`src/rtl/uart_xmit_fifo.sv`:
```
// UART transmitter with a small byte FIFO in front of it.
// Frames are 8N1 (optionally 8E1/8O1), LSB first, and back-to-back when the FIFO holds more data.
module uart_xmit_fifo #(
  parameter int CELL_CNT   = 16,
  parameter int FIFO_DEPTH = 4,
  parameter int PARITY_EN  = 0,
  parameter int PARITY_ODD = 0
) (
  input  logic       sys_clk,
  input  logic       sys_rst_l,
  input  logic       wr_enH,
  input  logic [7:0] wr_dataH,
  output logic       fifo_fullH,
  output logic       fifo_emptyH,
  output logic       overflowH,
  output logic       uart_xmitH,
  output logic       xmit_busyH,
  output logic       xmit_doneH
);

  localparam int AW = (FIFO_DEPTH > 1) ? $clog2(FIFO_DEPTH) : 1;
  localparam int CW = $clog2(CELL_CNT);
  localparam logic [CW-1:0] CELL_LAST = CW'(CELL_CNT - 1);
  localparam logic [AW:0]   DEPTH_CNT = (AW + 1)'(FIFO_DEPTH);

  localparam logic [2:0] S_IDLE   = 3'd0;
  localparam logic [2:0] S_START  = 3'd1;
  localparam logic [2:0] S_DATA   = 3'd2;
  localparam logic [2:0] S_PARITY = 3'd3;
  localparam logic [2:0] S_STOP   = 3'd4;

  logic [2:0]    r_state;
  logic [CW-1:0] r_cell;
  logic [2:0]    r_bit_idx;
  logic [7:0]    r_shift;
  logic          r_parity;
  logic          r_done;
  logic          r_overflow;
  logic [AW-1:0] r_wr_ptr;
  logic [AW-1:0] r_rd_ptr;
  logic [AW:0]   r_count;
  logic [7:0]    r_mem [FIFO_DEPTH];

  logic       w_full;
  logic       w_empty;
  logic       w_push;
  logic       w_pop;
  logic       w_cell_last;
  logic       w_bit_adv;
  logic [2:0] w_state_nxt;
  logic [7:0] w_head;

  assign w_full      = (r_count == DEPTH_CNT);
  assign w_empty     = (r_count == '0);
  // Full is judged on the pre-edge occupancy, so a same-edge pop never frees room for a write.
  assign w_push      = wr_enH & ~w_full;
  assign w_cell_last = (r_cell == CELL_LAST);
  assign w_head      = r_mem[r_rd_ptr];

  // NOTE: every signal assigned in always_comb gets a default first, so no path can infer a latch.
  always_comb begin
    w_state_nxt = r_state;
    w_pop       = 1'b0;
    w_bit_adv   = 1'b0;
    case (r_state)
      S_IDLE: begin
        if (!w_empty) begin
          w_pop       = 1'b1;
          w_state_nxt = S_START;
        end
      end
      S_START: begin
        if (w_cell_last) w_state_nxt = S_DATA;
      end
      S_DATA: begin
        if (w_cell_last) begin
          w_bit_adv = 1'b1;
          if (r_bit_idx == 3'd7) w_state_nxt = (PARITY_EN != 0) ? S_PARITY : S_STOP;
        end
      end
      S_PARITY: begin
        if (w_cell_last) w_state_nxt = S_STOP;
      end
      S_STOP: begin
        if (w_cell_last) begin
          if (!w_empty) begin
            w_pop       = 1'b1;
            w_state_nxt = S_START;
          end else begin
            w_state_nxt = S_IDLE;
          end
        end
      end
      default: w_state_nxt = S_IDLE;
    endcase
  end

  // NOTE: all state below is updated with non-blocking assignments so every flop samples pre-edge values.
  always_ff @(posedge sys_clk or negedge sys_rst_l) begin
    if (!sys_rst_l) begin
      r_state   <= S_IDLE;
      r_cell    <= '0;
      r_bit_idx <= '0;
      r_shift   <= '0;
      r_parity  <= 1'b0;
      r_done    <= 1'b0;
    end else begin
      r_state <= w_state_nxt;
      r_done  <= (r_state == S_STOP) && w_cell_last;

      if ((w_state_nxt != r_state) || w_bit_adv) r_cell <= '0;
      else if (r_state != S_IDLE)                r_cell <= r_cell + 1'b1;

      if ((w_state_nxt == S_DATA) && (r_state != S_DATA)) r_bit_idx <= '0;
      else if (w_bit_adv)                                 r_bit_idx <= r_bit_idx + 1'b1;

      if (w_pop) begin
        r_shift  <= w_head;
        r_parity <= (^w_head) ^ (PARITY_ODD != 0);
      end else if (w_bit_adv) begin
        r_shift  <= {1'b0, r_shift[7:1]};
      end
    end
  end

  always_ff @(posedge sys_clk or negedge sys_rst_l) begin
    if (!sys_rst_l) begin
      r_wr_ptr   <= '0;
      r_rd_ptr   <= '0;
      r_count    <= '0;
      r_overflow <= 1'b0;
    end else begin
      if (w_push) r_wr_ptr <= r_wr_ptr + 1'b1;
      if (w_pop)  r_rd_ptr <= r_rd_ptr + 1'b1;
      case ({w_push, w_pop})
        2'b10:   r_count <= r_count + 1'b1;
        2'b01:   r_count <= r_count - 1'b1;
        default: r_count <= r_count;
      endcase
      if (wr_enH && w_full) r_overflow <= 1'b1;
    end
  end

  // NOTE: the storage array is deliberately not reset; the pointers and count alone define what is valid.
  always_ff @(posedge sys_clk) begin
    if (w_push) r_mem[r_wr_ptr] <= wr_dataH;
  end

  always_comb begin
    uart_xmitH = 1'b1;
    case (r_state)
      S_IDLE:   uart_xmitH = 1'b1;
      S_START:  uart_xmitH = 1'b0;
      S_DATA:   uart_xmitH = r_shift[0];
      S_PARITY: uart_xmitH = r_parity;
      S_STOP:   uart_xmitH = 1'b1;
      default:  uart_xmitH = 1'b1;
    endcase
  end

  assign fifo_fullH  = w_full;
  assign fifo_emptyH = w_empty;
  assign overflowH   = r_overflow;
  assign xmit_busyH  = (r_state != S_IDLE);
  assign xmit_doneH  = r_done;

endmodule

```
`config.mk`:
```
export PLATFORM = sky130hd
export DESIGN_NAME = uart_xmit_fifo
export DESIGN_NICKNAME = d
export VERILOG_FILES = /design/src/rtl/uart_xmit_fifo.sv
export SDC_FILE = /design/constraint.sdc
export NUM_CORES = 1
export LEC_CHECK = 0
export CAP_MARGIN = 10
export CORE_MARGIN = 3
export CORE_UTILIZATION = 55
export DETAILED_ROUTE_END_ITERATION = 6
export PLACE_DENSITY = 0.83
export SLEW_MARGIN = 20
export SYNTH_ARGS = -nofsm -noshare
export SYNTH_HDL_FRONTEND = slang
export SYNTH_SLANG_ARGS = --single-unit
```
`constraint.sdc`:
```
create_clock -name sys_clk -period 3.1 [get_ports sys_clk]
set_input_delay 0.465 -clock sys_clk [delete_from_list [all_inputs] [get_ports sys_clk]]
set_output_delay 0.465 -clock sys_clk [all_outputs]
set_load 0.05 [all_outputs]
```
-- Yosys cells after proc, flatten, opt, wreduce, memory -nomap -nowiden
Memory sizes are Yosys's and may differ from the RTL's.
Index checks and enable logic that the tools add are counted.
- register bits after elaboration: 28
- memory bits (writable): 32
- input bits: 11
- output and inout port bits: 6
- memories: 1
- memory list (memory ; depth ; bits a word ; rd ports ; clocked after memory_dff ; write ports ; RTL line ; source):
    r_mem ; 4 ; 8 ; 1 ; 0 ; 1 ; 42 ; logic [7:0] r_mem [FIFO_DEPTH];
- add/subtract/negate cells: 6
- equal/unequal tests: 12
- multiplexer cells: 23
- bitwise logic cells: 2
- reductions and logical operators: 12
- operators with widths (cell ; count):
    two-way mux 3 bit ; 8
    two-way mux 8 bit ; 2
    one-hot mux 3 bit (5 select lines) ; 1
    equality test 3 x 2 -> 1 bit (second input constant) ; 3
    equality test 3 bit (second input constant) ; 3
    two-way mux 4 bit ; 2
    nonzero test 2 bit ; 4
    XOR reduction 8 bit ; 1
    two-way mux 1 bit ; 7
    adder 3 x 1 -> 3 bit (second input constant) ; 2
    logical NOT 3 bit ; 2
    one-hot mux 3 bit (2 select lines) ; 1
    adder 2 x 1 -> 2 bit (second input constant) ; 2
    adder 4 x 1 -> 4 bit (second input constant) ; 1
    equality test 4 bit (second input constant) ; 1
    equality test 3 x 1 -> 1 bit (second input constant) ; 1
    logical AND 1 bit ; 3
    inequality test 3 x 2 -> 1 bit (second input constant) ; 1
    inequality test 3 bit ; 1
    one-hot mux 1 bit (3 select lines) ; 1
    nonzero test 3 bit ; 1
    subtractor 3 x 1 -> 3 bit (second input constant) ; 1
    equality test 2 x 1 -> 1 bit (second input constant) ; 1
    equality test 2 bit (second input constant) ; 1
    other kinds (4) ; 4

-- Logic depth before layout (Yosys ltp)
Gate-level depths: netlist of run 1.
- depth after elaboration: 7
- mapped depth: 11

-- Worst setup path before layout of run 1
No wires, ideal clock.
- path type: reg2reg
- from: register r_count[0]
- to: register r_count[2]
- library setup time: 0.125 ns
- arrival: 2.945 ns
- required time: 2.975 ns
- slack: 0.030 ns
- stages on the path, launching flop included: 11
- buffers on the path: 1
- clock period less this slack: 3.070 ns
- cell sequence: dfrtp_1 -> nor3_1 -> nand2b_1 -> a21oi_1 -> clkbuf_1 -> ha_1 -> inv_1 -> fa_1 -> xor2_1 -> nor2_1 -> xor2_1
- cells in the longest elaborated chain, start to end: 6
- elaborated cells between the ends (all ways): 13
- classes of those cells: add/sub (2); eq/ne (3); mux (4); bitwise (2); reduce/logical (2)
- ends and longest elaborated chain (element ; RTL line ; source):
    start, declared ; 41 ; logic [AW:0] r_count;
    start signal, assigned ; 136 ; 2'b10: r_count <= r_count + 1'b1;
    start signal, assigned ; 137 ; 2'b01: r_count <= r_count - 1'b1;
    start signal, assigned ; 138 ; default: r_count <= r_count;
    logical NOT 3 bit * ; 54 ; assign w_empty = (r_count == '0);
    via fifo_emptyH ; 14 ; output logic fifo_emptyH,
    two-way mux 1 bit * ; 67, 86 ;
    two-way mux 1 bit ; 85 ; if (w_cell_last) begin
    one-hot mux 1 bit (2 select lines) * ; 65 ; case (r_state)
    equality test 2 x 1 -> 1 bit / equality test 2 bit (equally long branches) ; 135 ; case ({w_push, w_pop})
    one-hot mux 3 bit (2 select lines) / nonzero test 2 bit (equally long branches) ; n/a ;
The timed path passes the listed nets; every way through them passes the cells marked *.
A chain may end at the register's enable or synchronous reset.

-- Worst setup path after layout of run 1
- from: register r_count[0]
- to: output port fifo_emptyH
- cells in the longest elaborated chain, start to end: 1
- ends and longest elaborated chain (element ; RTL line):
    logical NOT 3 bit ; 54
    end, declared ; 14
Every way passes these cells.

==> impl_metrics.env, run 1 <==
export IMPL_area_growth_pct=18.1
export IMPL_crit_type="reg2out"
export IMPL_worstPathCellList="nor3_1 > clkdlybuf4s50_1"
export IMPL_slew_viol_final=0
export IMPL_clockBufferDepth=2
export IMPL_initialDrtViolationCount=69
export IMPL_ys_ff_latch=60
export IMPL_cts_root_buf="clkbuf_8"
export IMPL_synth_cells=198
export IMPL_chipHeight_um=75.6
export IMPL_synth_cell_area_um2=2670
export IMPL_synth_area_leaders="edfxtp_1 (36%), dfrtp_1 (26%), mux4_2 (6.8%), xnor2_1 (3.9%), ha_1 (3.8%)"
export IMPL_numCtsBuffers=9
export IMPL_fin_util_pct=69.9
export IMPL_totalWireLength_um=4200
export IMPL_htreeDepth=3
export IMPL_coreArea_um2=4500
export IMPL_async_flop_share_pct=46.7
export IMPL_final_common_cell="edfxtp_1"
export IMPL_finalCriticalPeriod_ns=2.64
export IMPL_drt_first_pass_iters=4
export IMPL_cp_buffers_inverters=1
export IMPL_grt_start_max_net_pins=29
export IMPL_worst_pin_slew_ns=0.585
export IMPL_fin_nets=238
export IMPL_fin_cells=275
export IMPL_final_antenna_net_count=0
export IMPL_grt_pass1_vias=1428
export IMPL_die_area_um2=5720
export IMPL_finalCritPeriodShare_pct=85.0
export IMPL_synth_top_area_cell="edfxtp_1"
export IMPL_gp_congestion=0.796
export IMPL_layout_drive_gt1_share_pct=11.7
export IMPL_cp_slowest_cell="clkdlybuf4s50_1"
export IMPL_seq_area_frac_synth_pct=62.3
export IMPL_dp_hpwl_um=2850
export IMPL_synth_ff_type="edfxtp_1"
export IMPL_final_cell_mix="edfxtp_1 (32), dfrtp_1 (28), nand2_1 (22), clkdlybuf4s50_1 (16), o21ai_0 (13)"
export IMPL_holdWs_ns=0.462
export IMPL_via_per_inst=5.48
export IMPL_critical_path_top_delay_family="buffers and inverters"
export IMPL_diodes=0
export IMPL_slowest_delay_ns=0.92
export IMPL_rows=24
export IMPL_hold_viol_final=0
export IMPL_p_total_mw=3.34
export IMPL_clock_sinks=60
export IMPL_wl_per_cell_um=15.3
export IMPL_overflow=0
export IMPL_place_ws_ns=0.701
export IMPL_dp_cells=259
export IMPL_antenna_found_initial=0
export IMPL_skew_ns=0.00845
export IMPL_drc_errors=0
export IMPL_grt_usage_pct=17.0
export IMPL_numPortBuffers=16
export IMPL_ctsResizeCount=0
export IMPL_relSlewSlack_pct=60.7
export IMPL_worstPathMaxFanout=5
export IMPL_cp_arrival_ns=2.17
export IMPL_synth_top_area_share_pct=36.1
export IMPL_cp_required_ns=2.63
export IMPL_irDropWorstVdd_uv=743
export IMPL_fmax_mhz=379
export IMPL_clk_pin_slew_ns=0.07
export IMPL_status="finished clean"
export IMPL_yosysWarningCount=0
export IMPL_vias=1506
export IMPL_io_pins=17
export IMPL_min_path_type="reg2reg"
export IMPL_synth_edf_count=32
export IMPL_finalInstanceArea_um2=3150
export IMPL_grt_pass1_wl_um=6830
export IMPL_power_density_nw_per_um2=1060
export IMPL_synth_nets=218
export IMPL_die_w_um=75.6
export IMPL_worstSetupStartpointType="flop"
export IMPL_cts_tree="built"
export IMPL_postCtsSetupRepairBufs=0
export IMPL_rsz0062_at_grt="no"
export IMPL_syn_area_per_cell_um2=13.5
export IMPL_layout_setup_ws_ns=0.464
export IMPL_initial_utilization_pct=59.2
export IMPL_p_leak_nw=1.28
export IMPL_timing_max_cap_violations=0
export IMPL_setup_viol=0
export IMPL_dpl_cell_area_um2=2860
export IMPL_setup_tns_ns=0
export IMPL_hold_buffers=0
export IMPL_synthDistinctLibCells=35
export IMPL_end_kind="output pin"
export IMPL_fillCellCount=303
export IMPL_clk_latency_ns=0.32
## registers in the layout (all words and copies together), names as in the netlist, 2 cells and up
register   flops
r_mem         32
r_rd_ptr       2
r_bit_idx      3
r_state        3
r_cell         4
r_shift        8
r_wr_ptr       2
r_count        3
## synth_stat cells, drive strengths merged, types with 2 or more instances
library cell and count:
xor2 4, nor2 8, clkbuf 6, a21oi 7
mux4 8, dfrtp 28, nor3 2, edfxtp 32
xnor2 12, mux2i 7, buf 3, a31oi 2
ha 8, and3 5, nand2b 2, or3 2
inv 9, and2 4, o21ai 13, nand3 2
nand2 22
## per-layer routing
layer / GRT usage [%] / wire length [µm]
met5: 0 / 0
met4: 8.74 / 48
met2: 26.5 / 2100
met1: 21.8 / 1930
met3: 4.75 / 127
## logic make-up (layout without fill, tap and decap cells)
group	Yosys count	count (layout)	share of synthesized area, %
AOI/OAI and AO/OA	30	30	6.76
xor gates and xnor gates	16	16	5.26
adders and majority gates	9	9	4.51
buffers and inverters	18	43	2.96
DFF	60	60	62.3
muxes	15	15	9.39
and+or+nand+nor	50	50	8.78
## worst reg2reg max path, cell delays in order (launching register included)
cell and delay (ns):
dfrtp_1 0.50, nor2_1 0.46, nand2b_1 0.14, a21oi_1 0.20, ha_1 0.22, inv_1 0.06
fa_1 0.37, xor2_1 0.15, nor2_1 0.11, xor2_1 0.15
## area by class of cell
type | count | area (µm²) | area share (%)
clock buffer | 9 | 124 | 3.94
clock inverter | 7 | 163 | 5.17
inverter | 9 | 33.8 | 1.07
multi-input combinational | 120 | 925 | 29.4
sequential | 60 | 1660 | 52.8
tap | 52 | 65.1 | 2.07
timing repair buffer | 18 | 175 | 5.57
## final timing paths
kind / start / slack, ns / cells past startpoint / endpoint
worst max-delay path: r_count[0] / 0.46 / 2 / fifo_emptyH
worst min-delay path: overflowH / 0.46 / 1 / overflowH
worst max register to register: r_state[0] / 0.67 / 9 / r_count[2]
worst min register to register: overflowH / 0.46 / 1 / overflowH
max in group asynchronous: sys_rst_l / 2.31 / 2 / r_rd_ptr[0]
min in group asynchronous: sys_rst_l / 0.52 / 2 / r_cell[2]
## power by group
group          total [mW]  internal [mW]  leakage [nW]  switching, mW
Clock               0.991          0.695         0.139          0.296
Sequential           1.29           1.09         0.635          0.203
Combinational        1.06          0.510         0.504          0.546
Total                3.34           2.29          1.28           1.05
Note: power is estimated with default switching activity, not from simulation.
==> run 2: changes to the inputs <==
--- a/config.mk
+++ b/config.mk
@@ -9,7 +9,9 @@
 export CORE_MARGIN = 3
 export CORE_UTILIZATION = 55
 export DETAILED_ROUTE_END_ITERATION = 6
+export GPL_ROUTABILITY_DRIVEN = 0
 export PLACE_DENSITY = 0.83
+export SETUP_SLACK_MARGIN = 0.4
 export SLEW_MARGIN = 20
 export SYNTH_ARGS = -nofsm -noshare
 export SYNTH_HDL_FRONTEND = slang
==> run 2 against run 1 <==
Net effect:
- clock power shrank 8.4%
- cell count is the same
- worst hold slack gained 0.022 ns
- final area shrank 0.60%
- first-iteration DRC count grew 49%
- largest power group unchanged
- via count grew 1.5%
- combinational power is essentially flat
- maximum frequency grew 6.9%
- critical endpoint is now uart_xmitH
- clock skew is essentially flat
- sequential share of layout area grew 0.32 points
- register-to-register slack gained 0.04 ns
- setup slack gained 0.17 ns
==> impl_metrics.env, run 2 (synthesized netlist as in run 1, its figures left out) <==
export IMPL_finalCriticalPeriod_ns=2.47
export IMPL_grt_usage_pct=17.4
export IMPL_rows=24
export IMPL_setup_viol=0
export IMPL_timing_rr_start="r_state[0]"
export IMPL_die_area_um2=5720
export IMPL_area_growth_pct=17.4
export IMPL_holdPathStages=1
export IMPL_vias=1529
export IMPL_cp_required_ns=2.63
export IMPL_power_frac_comb_pct=32.7
export IMPL_largest_register="r_mem"
export IMPL_pwr_share_seq_pct=39.6
export IMPL_relSlewSlack_pct=58.6
export IMPL_drt_first_pass_iters=4
export IMPL_htreeDepth=3
export IMPL_dp_cells=259
export IMPL_wl_per_cell_um=15.2
export IMPL_final_common_cell="edfxtp_1"
export IMPL_initialDrtViolationCount=103
export IMPL_grt_pass1_vias=1507
export IMPL_final_cell_mix="edfxtp_1 (32), dfrtp_1 (28), nand2_1 (22), clkdlybuf4s50_1 (16), o21ai_0 (13)"
export IMPL_crit_type="reg2out"
export IMPL_die_w_um=75.6
export IMPL_p_switching_mw=1.06
export IMPL_power_density_nw_per_um2=1050
export IMPL_r2r_cells=9
export IMPL_antenna_found_initial=0
export IMPL_timing_max_cap_violations=0
export IMPL_postCtsSetupRepairBufs=0
export IMPL_coreArea_um2=4500
export IMPL_dp_hpwl_um=2840
export IMPL_min_path_type="reg2reg"
export IMPL_worst_pin_slew_ns=0.620
export IMPL_hold_start="overflowH"
export IMPL_crit_start="r_state[1]"
export IMPL_overflow=0
export IMPL_hold_viol_final=0
export IMPL_irDropWorstVdd_uv=793
export IMPL_clock_power_share_pct=27.7
export IMPL_clk_latency_ns=0.33
export IMPL_via_per_inst=5.56
export IMPL_slew_viol_final=0
export IMPL_drc_errors=0
export IMPL_clockBufferDepth=2
export IMPL_hold_path_end="overflowH"
export IMPL_end_kind="output pin"
export IMPL_intPower_mw=2.22
export IMPL_finalCritPeriodShare_pct=79.5
export IMPL_worstSetupStartpointType="flop"
export IMPL_clock_sinks=60
export IMPL_hold_buffers=0
export IMPL_diodes=0
export IMPL_cp_arrival_ns=2.00
export IMPL_fin_nets=238
export IMPL_skew_ns=0.00807
export IMPL_chipHeight_um=75.6
export IMPL_p_sw_share_pct=32.4
export IMPL_grt_start_max_net_pins=29
export IMPL_p_leak_nw=1.27
export IMPL_totalWireLength_um=4190
export IMPL_r2r_end="r_count[2]"
export IMPL_fin_cells=275
export IMPL_rsz0062_at_grt="no"
export IMPL_reg_top3="r_mem: 32 flops, r_shift: 8 flops, r_cell: 4 flops"
export IMPL_largest_reg_flops=32
export IMPL_cts_root_buf="clkbuf_8"
export IMPL_ctsResizeCount=0
export IMPL_p_total_mw=3.28
export IMPL_reg2reg_slack_ns=0.71
export IMPL_status="finished clean"
export IMPL_numPortBuffers=16
export IMPL_cts_tree="built"
export IMPL_layout_drive_gt1_share_pct=12.1
export IMPL_io_pins=17
export IMPL_clk_pin_slew_ns=0.07
export IMPL_grt_pass1_wl_um=7060
export IMPL_worstPathMaxFanout=12
export IMPL_fmax_mhz=406
export IMPL_numCtsBuffers=9
export IMPL_final_antenna_net_count=0
export IMPL_initial_utilization_pct=59.2
export IMPL_setup_tns_ns=0
==> run 2: cell types whose count changed in the layout (fill, tap and decap cells not counted), sizes merged <==
cell	previous run	this run
clkinvlp	1	0
bufinv	5	4
clkinv	1	3
==> run 2: area by class of cell <==
type                    count  area, µm²
inverters                   9       33.8
repair buffers             18        175
fillers                   320       1380
flip-flops and latches     60       1660
clock inverters             7        139
multi-input cells         120        930
well taps                  52       65.1
clock buffers               9        124
==> run 2: critical path, stage by stage, from the launching register on <==
cell	delay [ns]
dfrtp_1	0.51
a21oi_1	0.12
a311o_1	0.34
clkdlybuf4s50_1	0.70
==> run 2: metal layers <==
metal	track usage [%]	share of wire (%)	vias up
met5	0	0	-
met2	27.2	50	20
met3	5.54	3.4	5
li1	-	-	754
met1	22.7	45	750
met4	6.99	1.6	0
==> run 2: how the worst max path moves through the flow <==
stage	end	slack, ns	depth (start not counted)
3_3_place_gp	r_count[2]	0.80	9
6_report	uart_xmitH	0.63	3
3_5_place_dp	r_count[2]	0.72	9
4_1_cts	uart_xmitH	0.62	3
5_1_grt	r_count[2]	0.42	9
2_1_floorplan	r_count[2]	0.55	10
==> run 2: power groups by stage <==
stage | clock network, mW | logic [mW] | registers, mW
floorplan | 0 | 0.919 | 1.22
global placement | 0 | 1.05 | 1.30
detailed placement | 0 | 1.07 | 1.31
CTS | 0.926 | 1.08 | 1.30
global route | 0.962 | 1.20 | 1.33
finish | 0.908 | 1.07 | 1.30
==> run 2: through the flow <==
step / hold WS (ns) / instance area, µm² / setup WS [ns] / utilization [%]
final: 0.484 / 3130 / 0.634 / 69.4
after floorplan: 0.169 / 2670 / 0.549 / -
after detailed placement: 0.473 / 2870 / 0.719 / 63.6
after global routing: 0.504 / 3130 / 0.421 / 69.4
after global placement: 0.444 / 2870 / 0.799 / 63.6
after CTS: 0.487 / 3130 / 0.617 / 69.4
==> run 3: changes to the inputs <==
==> constraint.sdc (replaced) <==
create_clock -name sys_clk -period 2.5 [get_ports sys_clk]
set_input_delay 0.375 -clock sys_clk [delete_from_list [all_inputs] [get_ports sys_clk]]
set_output_delay 0.375 -clock sys_clk [all_outputs]
set_load 0.05 [all_outputs]
==> run 3 against run 2 <==
Net effect:
- via count increased by 3.2%
- critical path depth decreased by 1
- clock power increased by 0.9%
- flip-flop and latch count unchanged
- wire length increased by 8.7%
- first-iteration DRC count increased by 5.8%
- clock skew increased by 0.00055 ns
- worst hold slack got worse by 0.062 ns
- largest power group unchanged
- cell count increased by 1.5%
- sequential share of layout area decreased by 0.57 points
- largest cell class unchanged
- highest routed layer unchanged
- setup slack got worse by 0.15 ns
- global-route usage increased by 1.4 points
==> impl_metrics.env, run 3 (synthesized netlist as in run 1, its figures left out) <==
export IMPL_clk_latency_ns=0.33
export IMPL_p_total_mw=3.97
export IMPL_initialDrtViolationCount=109
export IMPL_setup_viol=0
export IMPL_reg_top3="r_mem: 32 flops, r_shift: 8 flops, r_cell: 4 flops"
export IMPL_intPower_mw=2.60
export IMPL_dp_hpwl_um=3000
export IMPL_drt_first_pass_iters=4
export IMPL_coreArea_um2=4500
export IMPL_setup_tns_ns=0
export IMPL_ff_latch_area_um2=1670
export IMPL_slew_viol_final=0
export IMPL_fin_util_pct=70.4
export IMPL_final_common_cell="edfxtp_1"
export IMPL_htreeDepth=3
export IMPL_p_sw_share_pct=34.4
export IMPL_area_growth_pct=18.9
export IMPL_final_cell_mix="edfxtp_1 (32), dfrtp_1 (25), nand2_1 (22), o21ai_0 (13)"
export IMPL_layout_drive_gt1_share_pct=18.1
export IMPL_worstSetupStartpointType="flop"
export IMPL_min_path_type="in2async"
export IMPL_finalCritPeriodShare_pct=80.8
export IMPL_wl_per_cell_um=16.3
export IMPL_largest_register="r_mem"
export IMPL_layout_setup_ws_ns=0.481
export IMPL_cts_tree="built"
export IMPL_final_antenna_net_count=0
export IMPL_reg2reg_slack_ns=0.50
export IMPL_fmax_mhz=495
export IMPL_multiInputGateArea_um2=998
export IMPL_totalWireLength_um=4550
export IMPL_grt_pass1_vias=1598
export IMPL_worst_pin_slew_ns=0.510
export IMPL_antenna_found_initial=0
export IMPL_hold_viol_final=0
export IMPL_status="finished clean"
export IMPL_relSlewSlack_pct=65.9
export IMPL_via_per_inst=5.66
export IMPL_end_kind="output pin"
export IMPL_p_leak_nw=1.28
export IMPL_power_density_nw_per_um2=1250
export IMPL_fin_nets=242
export IMPL_power_frac_comb_pct=36.6
export IMPL_die_w_um=75.6
export IMPL_irDropWorstVdd_uv=625
export IMPL_clk_pin_slew_ns=0.07
export IMPL_pwr_share_seq_pct=40.3
export IMPL_grt_pass1_wl_um=7480
export IMPL_worstPathMaxFanout=13
export IMPL_chipHeight_um=75.6
export IMPL_finalCriticalPeriod_ns=2.02
export IMPL_largest_reg_flops=32
export IMPL_rsz0062_at_grt="yes"
export IMPL_cp_arrival_ns=1.64
export IMPL_cp_required_ns=2.12
export IMPL_clockBufferDepth=2
export IMPL_clock_sinks=60
export IMPL_rows=24
export IMPL_die_area_um2=5720
export IMPL_clock_power_share_pct=23.1
export IMPL_crit_type="reg2out"
export IMPL_place_ws_ns=0.367
export IMPL_numCtsBuffers=9
export IMPL_cts_root_buf="clkbuf_8"
export IMPL_numPortBuffers=16
export IMPL_vias=1578
export IMPL_fillCellCount=296
export IMPL_grt_start_max_net_pins=29
export IMPL_skew_ns=0.00862
export IMPL_io_pins=17
export IMPL_finalInstanceArea_um2=3170
export IMPL_overflow=0
export IMPL_initial_utilization_pct=59.2
export IMPL_grt_usage_pct=18.7
export IMPL_dpl_cell_area_um2=2930
export IMPL_diodes=0
export IMPL_drc_errors=0
export IMPL_timing_max_cap_violations=0
export IMPL_p_switching_mw=1.37
## run 3: cell count changes in the layout (fill, tap and decap cells not counted), sizes merged
| cell | delta |
|---|---|
| clkdlybuf4s50 | -4 |
| dlygate4sd2 | +4 |
| clkbuf | +1 |
| clkinv | +1 |
| buf | +4 |
| bufinv | -2 |
## run 3: area by class of cell
cell class | count | share of cell area (%)
Tap cell | 52 | 2.05
Multi-Input combinational cell | 120 | 31.5
Timing Repair Buffer | 22 | 6.32
Clock buffer | 10 | 4.03
Inverter | 9 | 1.07
Clock inverter | 6 | 2.49
Sequential cell | 60 | 52.5
## run 3: worst max-delay path: stages (launching register included)
cell           delay (ns)
dfrtp_2              0.51
or3_1                0.38
dlygate4sd2_1        0.42
## run 3: worst paths after layout
path,start,end,cells past startpoint
hold reg to reg,overflowH,overflowH,1
hold / removal,sys_rst_l,xmit_doneH,2
setup / recovery,r_state[2],xmit_busyH,2
setup reg to reg,r_cell[1],r_count[2],9
min in group sys_clk,overflowH,overflowH,1
max in group asynchronous,sys_rst_l,r_state[1],2
## run 3: stage by stage
step | hold WS (ns) | instances
after floorplan | 0.0794 | 198
after global placement | 0.438 | 262
after detailed placement | 0.449 | 262
after CTS | 0.419 | 278
after global routing | 0.455 | 279
final | 0.422 | 279
## run 3: timing repair
item	in CTS	in global routing
setup buffers	0	1
hold endpoints to repair	0	0
cloned	0	0
gates resized for setup	7	5
endpoints found under the setup margin	5	3
hold buffers	0	0
## run 3: routing by layer
metal  vias to the layer above  share of wire (%)  global-route usage (%)
met5                         -                  0                       0
met4                         0                2.2                    12.6
met3                         9                4.3                    4.35
met2                        33                 50                    29.1
met1                       774                 44                    23.5
li1                        762                  -                       -
## run 3: power groups by stage
stage	clock, mW	sequential, mW	combinational, mW
after global routing	0.985	1.64	1.62
after floorplan	0	1.52	1.18
after detailed placement	0	1.60	1.44
after global placement	0	1.58	1.39
final	0.916	1.60	1.46
after CTS	0.935	1.59	1.44
